==> config.mk <==
export PLATFORM = sky130hd
export DESIGN_NAME = mem_arbiter
export DESIGN_NICKNAME = d
export VERILOG_FILES = /design/src/rtl/mem_arbiter.sv
export SDC_FILE = /design/constraint.sdc
export NUM_CORES = 1
export LEC_CHECK = 0
export ABC_CLOCK_PERIOD_IN_PS = 3100
export CAP_MARGIN = 10
export CORE_AREA = 4 4 232 234
export CTS_CLUSTER_DIAMETER = 40
export DETAILED_ROUTE_END_ITERATION = 8
export DIE_AREA = 0 0 236 238
export GPL_TIMING_DRIVEN = 0
export PLACE_DENSITY = 0.59
export SETUP_SLACK_MARGIN = 0.2
export SYNTH_ARGS = -nofsm -noshare
export SYNTH_HDL_FRONTEND = slang
export SYNTH_SLANG_ARGS = --single-unit
==> constraint.sdc <==
create_clock -name clk -period 3.1 [get_ports clk]
set_clock_uncertainty 0.2 [all_clocks]
set_input_delay 0.465 -clock clk [delete_from_list [all_inputs] [get_ports clk]]
set_output_delay 0.465 -clock clk [all_outputs]
set_load 0.005 [all_outputs]
==> src/rtl/mem_arbiter.sv <==
// Two-port (IFU/LSU) round-robin arbiter in front of a single-ported memory.
// One transaction in flight: accept -> ISSUE -> DATA [-> HOLD] -> IDLE.
module mem_arbiter (
  input  logic        clk,
  input  logic        reset,
  input  logic        ifu_req_valid,
  output logic        ifu_req_ready,
  input  logic [63:0] ifu_addr,
  output logic        ifu_resp_valid,
  input  logic        ifu_resp_ready,
  output logic [63:0] ifu_rdata,
  input  logic        lsu_req_valid,
  output logic        lsu_req_ready,
  input  logic        lsu_wen,
  input  logic [63:0] lsu_addr,
  input  logic [63:0] lsu_wdata,
  input  logic [7:0]  lsu_wmask,
  output logic        lsu_resp_valid,
  input  logic        lsu_resp_ready,
  output logic [63:0] lsu_rdata,
  output logic        mem_valid,
  output logic        mem_wen,
  output logic [63:0] mem_raddr,
  output logic [63:0] mem_waddr,
  output logic [63:0] mem_wdata,
  output logic [7:0]  mem_wmask,
  input  logic [63:0] mem_rdata
);

  typedef enum logic [1:0] {IDLE, ISSUE, DATA, HOLD} state_t;

  state_t      state, state_nxt;
  logic        last_lsu, owner_lsu, wen_q;
  logic [63:0] addr_q, wdata_q, buf_q;
  logic [7:0]  wmask_q;
  logic        ifu_grant, lsu_grant, owner_ready, resp_active;
  logic [63:0] resp_data;

  always_comb begin
    state_nxt   = state;
    ifu_grant   = 1'b0;
    lsu_grant   = 1'b0;
    resp_active = 1'b0;
    resp_data   = '0;
    owner_ready = owner_lsu ? lsu_resp_ready : ifu_resp_ready;
    case (state)
      IDLE: begin
        // no grant while reset is held, so nothing is accepted during reset
        if (!reset) begin
          ifu_grant = ifu_req_valid && (!lsu_req_valid || last_lsu);
          lsu_grant = lsu_req_valid && !ifu_grant;
          if (ifu_grant || lsu_grant) state_nxt = ISSUE;
        end
      end
      ISSUE: state_nxt = DATA;
      DATA: begin
        resp_active = 1'b1;
        resp_data   = wen_q ? 64'd0 : mem_rdata;
        state_nxt   = owner_ready ? IDLE : HOLD;
      end
      HOLD: begin
        resp_active = 1'b1;
        resp_data   = buf_q;
        if (owner_ready) state_nxt = IDLE;
      end
      default: state_nxt = IDLE;
    endcase
  end

  always_ff @(posedge clk) begin
    if (reset) begin
      state     <= IDLE;
      last_lsu  <= 1'b1;
      owner_lsu <= 1'b0;
      wen_q     <= 1'b0;
      addr_q    <= '0;
      wdata_q   <= '0;
      wmask_q   <= '0;
      buf_q     <= '0;
    end else begin
      state <= state_nxt;
      if (ifu_grant || lsu_grant) begin
        owner_lsu <= lsu_grant;
        last_lsu  <= lsu_grant;
        addr_q    <= lsu_grant ? lsu_addr : ifu_addr;
        wen_q     <= lsu_grant && lsu_wen;
        wdata_q   <= lsu_grant ? lsu_wdata : 64'd0;
        wmask_q   <= lsu_grant ? lsu_wmask : 8'd0;
      end
      // memory data is only valid for one cycle; keep it for a stalled owner
      if (state == DATA && !owner_ready) buf_q <= resp_data;
    end
  end

  assign ifu_req_ready  = ifu_grant;
  assign lsu_req_ready  = lsu_grant;
  assign ifu_resp_valid = resp_active && !owner_lsu;
  assign lsu_resp_valid = resp_active && owner_lsu;
  assign ifu_rdata      = ifu_resp_valid ? resp_data : 64'd0;
  assign lsu_rdata      = lsu_resp_valid ? resp_data : 64'd0;

  assign mem_valid = (state == ISSUE);
  assign mem_wen   = wen_q;
  assign mem_raddr = addr_q;
  assign mem_waddr = addr_q;
  assign mem_wdata = wdata_q;
  assign mem_wmask = wmask_q;

endmodule
==> results_dict.tcl, run 1 <==
set metrics [dict create \
    status "finished clean" \
    r2r_slack_ns 0.57 \
    rows 84 \
    post-route-period-util_pct 91.71 \
    max_slew.worst_pin.slew_ns 0.9205 \
    initial_core_util_pct 19.84 \
    grt_overflow 0 \
    drt_wl_total_microns 56620 \
    clock_sink_count 205 \
    ys_seq_area_share_pct 39.76 \
    fin_crit_ns 2.843 \
    crit_fanout 10 \
    syn_area_per_cell_sq_um 8.165 \
    grt_use_total_pct 18.48 \
    cp.required_ns 2.43 \
    drtIter0Drc 732 \
    dieArea_sq_um 56170 \
    wire_per_inst_microns 21.42 \
    core_sq_um 52020 \
    synthFlopType "dfxtp_1" \
    max_stage_delay_ns 0.51 \
    ys_async_sr_fraction_pct 0 \
    slew_violations 0 \
    dp_hpwl_microns 43550 \
    drive_gt1_share_pct 14.56 \
    slowest_stage "clkdlybuf4s50_1" \
    synth.largest_area_cell "dfxtp_1" \
    ys_types 32 \
    areaGrowthSynthToFinish_pct 85.70 \
    io_pins 605 \
    cap_viol_max_count 0 \
    remaining_drc_errors 0 \
    grt_antenna_before_repair 5 \
    synthTopCellsByArea "dfxtp_1, a21oi_1, nand3_1" \
    synth_cells 1264 \
    slew_headroom_pct 38.17 \
    clockBufferDepth 3 \
    final_area_sq_um 19170 \
    hold_class "flop to flop" \
    power.density_nw_per_um2 519.0 \
    synth-seq-cells 205 \
    avgViaCountPerCell 4.952 \
    grt_max_degree 12 \
    finalSetupViolCount 0 \
    cp.arrival_ns 2.18 \
    die_h_microns 238 \
    path_clk_slew_ns 0.05 \
    synth.net_count 1535 \
    grt_pass1_wl_microns 81810 \
    power_leakage_nw 7.352 \
    hold_violations 0 \
    syn_area_sq_um 10320 \
    path_cells "buf_6, clkbuf_16, clkbuf_8, nor3b_2, a21oi_2, nor2_1, clkdlybuf4s50_1" \
    vias 13090 \
    rsz0062_at_grt "true" \
    synth_top_area_share_pct 39.76 \
    htree_num_levels 2 \
    drtAntennaViolNets 0 \
    insertion_delay_ns 0.54 \
    portBuffers 604 \
    cts_tree "yes" \
    fillCellCount 5393 \
    critPathTopFamily "buffers and inverters" \
    fin_nets 2188 \
    power_mw 9.947 \
    cp_num_buf_inv 4 \
    dr.pass1.iters 7 \
    first_global_vias 13300 \
    worstSetupStartpointType "flop" \
    cts_made_buffers 43 \
    synth_edf_count 0 \
    path_class "flop to primary output" \
    yosysWarnings 0 \
    root_buffer "clkbuf_16" \
    dpl-instance-area_sq_um 17230 \
    clock.fmax_ghz 0.3517 \
    ir_drop_v 0.0002825 \
    post-place-ws_ns -0.8469 \
    die-width_microns 236 \
    crit_path_end_kind "primary output" \
    timing.final.ws_setup_ns 0.2570 \
    place_congestion 0.9208 \
]
-- per-stage QoR --
stage / setup TNS (ns) / utilization, % / std cells / hold slack, ns
6_report: 0 / 36.84 / 2643 / 0.2654
5_1_grt: 0 / 36.84 / 2642 / 0.2740
4_1_cts: 0 / 36.55 / 2638 / 0.2329
3_5_place_dp: -3.889 / 33.11 / 2556 / 0.2557
3_3_place_gp: -3.911 / 33.11 / 2556 / 0.2470
2_1_floorplan: 0 / - / 1264 / 0.2422
-- state kept, by name, indices dropped and copies added (netlist names) --
| name | flops |
|---|---|
| mem_wen | 1 |
| last_lsu | 1 |
| mem_wmask | 8 |
| state | 2 |
| owner_lsu | 1 |
| mem_raddr | 64 |
| mem_wdata | 64 |
| buf_q | 64 |
-- worst reg2reg max path, cell delays in order (launching register included) --
cell	delay (ns)
dfxtp_1	0.30
buf_6	0.13
buf_4	0.16
or2_2	0.31
nor3_4	0.60
clkbuf_1	0.48
a311oi_1	0.19
-- cell usage in the layout (no fill, tap or decap), types with 18 or more instances in the layout --
cell             count
o21ai_0             64
a31oi_1             64
a32o_1              64
buf_4               77
dlygate4sd2_1       75
a311oi_1            64
buf_2               38
nor2_1             131
clkbuf_16           46
o31ai_1             73
clkbuf_1            82
nand3_1            137
nor3b_1             32
clkdlybuf4s50_1    511
a21oi_1            122
nor3b_2             26
dfxtp_1            202
a21oi_2             18
-- synthesized netlist by cell type (2+ instances only) --
| library cell | number |
|---|---|
| clkbuf_1 | 98 |
| buf_4 | 64 |
| nand2_1 | 5 |
| buf_2 | 39 |
| nand2b_1 | 2 |
| dfxtp_1 | 205 |
| a31oi_1 | 64 |
| o21ai_0 | 64 |
| o31ai_1 | 73 |
| a21oi_1 | 140 |
| buf_1 | 23 |
| inv_2 | 2 |
| a311oi_1 | 64 |
| nor3b_1 | 64 |
| buf_6 | 6 |
| a32o_1 | 64 |
| nor2_1 | 132 |
| or2_2 | 2 |
| nand3_1 | 137 |
| inv_1 | 4 |
-- report_power, final --
part           internal [mW]  switching (mW)
sequential              2.80           0.145
combinational           1.22            1.14
clock                   3.03            1.60
-- logic make-up after synthesis --
kind of cell | Yosys count | share of synthesized area [%]
AOI/OAI and AO/OA | 473 | 31.02
DFF | 205 | 39.76
muxes | 1 | 0.1091
buffers and inverters | 236 | 11.82
and+or+nand+nor | 349 | 17.29
-- final cells by class --
| class | count | area (sq um) | area share, % |
|---|---|---|---|
| multi-input cells | 823 | 5271 | 27.50 |
| flip-flops and latches | 205 | 4110 | 21.45 |
| clock buffers | 57 | 1189 | 6.202 |
| clock inverters | 22 | 247.7 | 1.293 |
| plain buffers | 230 | 1443 | 7.527 |
| diodes | 4 | 10.01 | 0.05223 |
| inverters | 6 | 22.52 | 0.1175 |
| well taps | 688 | 860.8 | 4.491 |
| repair buffers | 608 | 6012 | 31.37 |
-- layer usage --
metal / up-vias / GRT usage, % / routed length, microns
li1: 6026 / - / -
met1: 6336 / 21.35 / 22410
met2: 600 / 32.46 / 27710
met3: 123 / 4.577 / 4143
met4: 2 / 8.151 / 2337
met5: - / 0 / 12
-- what timing repair did --
action | in CTS | in global routing
hold endpoints to repair | 0 | 0
endpoints found under the setup margin | 133 | 41
pin swaps | 9 | 3
gates resized for setup | 203 | 44
setup buffers | 3 | 1
hold buffers | 0 | 0
-- final timing paths --
path                                              from                    endpoint  cells past startpoint
worst min-delay path            buf_q[14]$_SDFFE_PP0P_      buf_q[14]$_SDFFE_PP0P_                      1
worst max register to register   state[0]$_SDFFE_PP0P_  mem_raddr[16]$_SDFFE_PP0P_                      6
worst max-delay path             state[0]$_SDFFE_PP0P_               lsu_rdata[43]                      7
worst min register to register  buf_q[14]$_SDFFE_PP0P_      buf_q[14]$_SDFFE_PP0P_                      1
No activity file was read; power rests on OpenSTA's default activity.
==> run 2: changes to the inputs <==
- ABC_CLOCK_PERIOD_IN_PS: 3100 -> 3050
- CORE_AREA: 4 4 232 234 -> 4 4 231 233
- DIE_AREA: 0 0 236 238 -> 0 0 235 237
- clock period: 3.1 -> 3.05 ns (I/O delays scaled with it)
==> results_dict.tcl, run 2 (same netlist as run 1, synthesis figures left out) <==
set metrics [dict create \
    status "finished clean" \
    intPower_mw 7.027 \
    r2r_cells 5 \
    clock.fmax_ghz 0.3564 \
    rows 83 \
    dieArea_sq_um 55700 \
    areaGrowthSynthToFinish_pct 84.40 \
    fin_crit_ns 2.806 \
    clock_power_share_pct 45.8 \
    insertion_delay_ns 0.53 \
    path_class "flop to primary output" \
    power_leakage_nw 7.417 \
    vias 13150 \
    dp_hpwl_microns 43470 \
    r2r-end "mem_raddr[13]$_SDFFE_PP0P_" \
    crit_fanout 10 \
    portBuffers 604 \
    slew_violations 0 \
    die-width_microns 235 \
    worstSetupStartpointType "flop" \
    drt_wl_total_microns 56330 \
    remaining_drc_errors 0 \
    grt_use_total_pct 18.63 \
    post-place-ws_ns -0.8536 \
    core_sq_um 51200 \
    crit_path_end_kind "primary output" \
    power_mw 9.911 \
    max_slew.worst_pin.slew_ns 1.042 \
    final_area_sq_um 19030 \
    ir_drop_v 0.0003494 \
    grtUsageMet3_pct 4.356 \
    mostFrequentLayoutCells "clkdlybuf4s50_1, dfxtp_1, nand3_1, nor2_1, a21oi_1" \
    dr.pass1.iters 5 \
    place_congestion 0.9177 \
    final_common_cell "clkdlybuf4s50_1" \
    grt_pass1_wl_microns 82230 \
    busiest_layer "met2" \
    min_to "buf_q[63]$_SDFFE_PP0P_" \
    initial_core_util_pct 20.16 \
    finalSetupViolCount 0 \
    swShare_pct 29.10 \
    use_met1_pct 22.58 \
    pwr-share-seq_pct 30.3 \
    hold_slack_ns 0.2678 \
    power.density_nw_per_um2 520.7 \
    clock_sink_count 205 \
    slew_headroom_pct 30.03 \
    r2r_slack_ns 0.71 \
    path_clk_slew_ns 0.04 \
    grt_max_degree 13 \
    dpl-instance-area_sq_um 17220 \
    hold_class "flop to flop" \
    grt_use_met2_pct 32.20 \
    power_switching_mw 2.884 \
    die_h_microns 237 \
    cts_tree "yes" \
    grt_antenna_before_repair 3 \
    grt_overflow 0 \
    avgViaCountPerCell 5.004 \
    min_from "buf_q[63]$_SDFFE_PP0P_" \
    cp.required_ns 2.39 \
    slowest_stage "clkdlybuf4s50_1" \
    wire_per_inst_microns 21.44 \
    hold_depth 1 \
    fin_nets 2184 \
    cp.arrival_ns 2.15 \
    drtAntennaViolNets 0 \
    first_global_vias 13200 \
    drtIter0Drc 840 \
    root_buffer "clkbuf_16" \
    dp.cells 2548 \
    post-route-period-util_pct 91.99 \
    cts_made_buffers 40 \
    drive_gt1_share_pct 14.41 \
    path_cells "buf_6, clkbuf_16, buf_2, a21oi_1, nor2_1, clkdlybuf4s50_1" \
    cap_viol_max_count 0 \
    rsz0062_at_grt "true" \
    fin_cells 2627 \
    timing.final.ws_setup_ns 0.2445 \
    htree_num_levels 2 \
    r2r_start "last_lsu$_SDFFE_PP1P_" \
    hold_violations 0 \
    holdBufCountCts 0 \
    io_pins 605 \
    max_stage_delay_ns 0.51 \
    clockBufferDepth 3 \
    comb_power_share_pct 23.9 \
]
## run 2: cell types whose count changed in the layout (fill, tap and decap cells not counted), moves of 4 or more
cell             change
clkbuf_16            -4
clkdlybuf4s50_1      -8
a21oi_2              -9
a21oi_1              +9
nor3b_4              -6
nor3b_1              -6
clkbuf_1             -7
dlymetal6s2s_1       +4
dlygate4sd2_1        +4
nor3b_2             +12
## run 2: worst max-delay path by stage
stage / to / start / slack [ns]
after floorplan: ifu_rdata[19] / state[0]$_SDFFE_PP0P_ / 1.07
after global placement: ifu_req_ready / reset / -0.87
after detailed placement: ifu_req_ready / reset / -0.85
after CTS: lsu_rdata[55] / state[0]$_SDFFE_PP0P_ / 0.07
after global routing: ifu_rdata[41] / state[0]$_SDFFE_PP0P_ / 0.11
final: lsu_rdata[40] / state[0]$_SDFFE_PP0P_ / 0.24
## run 2: per-layer routing
metal  up-vias  share of wire [%]
li1       6019                  -
met1      6388                 40
met2       634                 49
met3       104                7.4
met4         0                3.1
met5         -                  0
## run 2: metrics by stage
stage               TNS, ns  util, %
global placement     -3.712    33.63
finish                    0    37.17
detailed placement   -5.088    33.63
floorplan                 0        -
global route              0    37.16
CTS                       0    36.79
## run 2: worst max-delay path, delay by kind of cell, from the launching register on
family	cells	cell delay (ns)
flip-flops	1	0.32
AND/OR/NAND/NOR	1	0.10
AO/OA/AOI/OAI	1	0.13
buffers and inverters	4	1.07
## run 2: repair_timing
item | 4_1_cts | 5_1_grt
resized for setup | 192 | 58
hold endpoints to repair | 0 | 0
setup buffers | 1 | 2
setup endpoints to repair | 133 | 55
pin swaps | 10 | 4
gates cloned | 0 | 0
## run 2: power by group through the flow
stage               combinational (mW)  clock (mW)  sequential [mW]
floorplan                        0.994           0             3.00
global placement                  2.26           0             3.05
detailed placement                2.28           0             3.05
CTS                               2.34        4.65             3.00
global route                      2.53        4.77             3.01
finish                            2.37        4.54             3.00
## run 2: final cells by class
type	count	area (sq um)
Inverter	6	22.52
Timing Repair Buffer	607	6016
Sequential cell	205	4110
Fill cell	5244	32170
Clock buffer	48	1112
Multi-Input combinational cell	823	5230
Tap cell	680	850.8
Clock inverter	24	269.0
Buffer	230	1411
Antenna cell	4	10.01
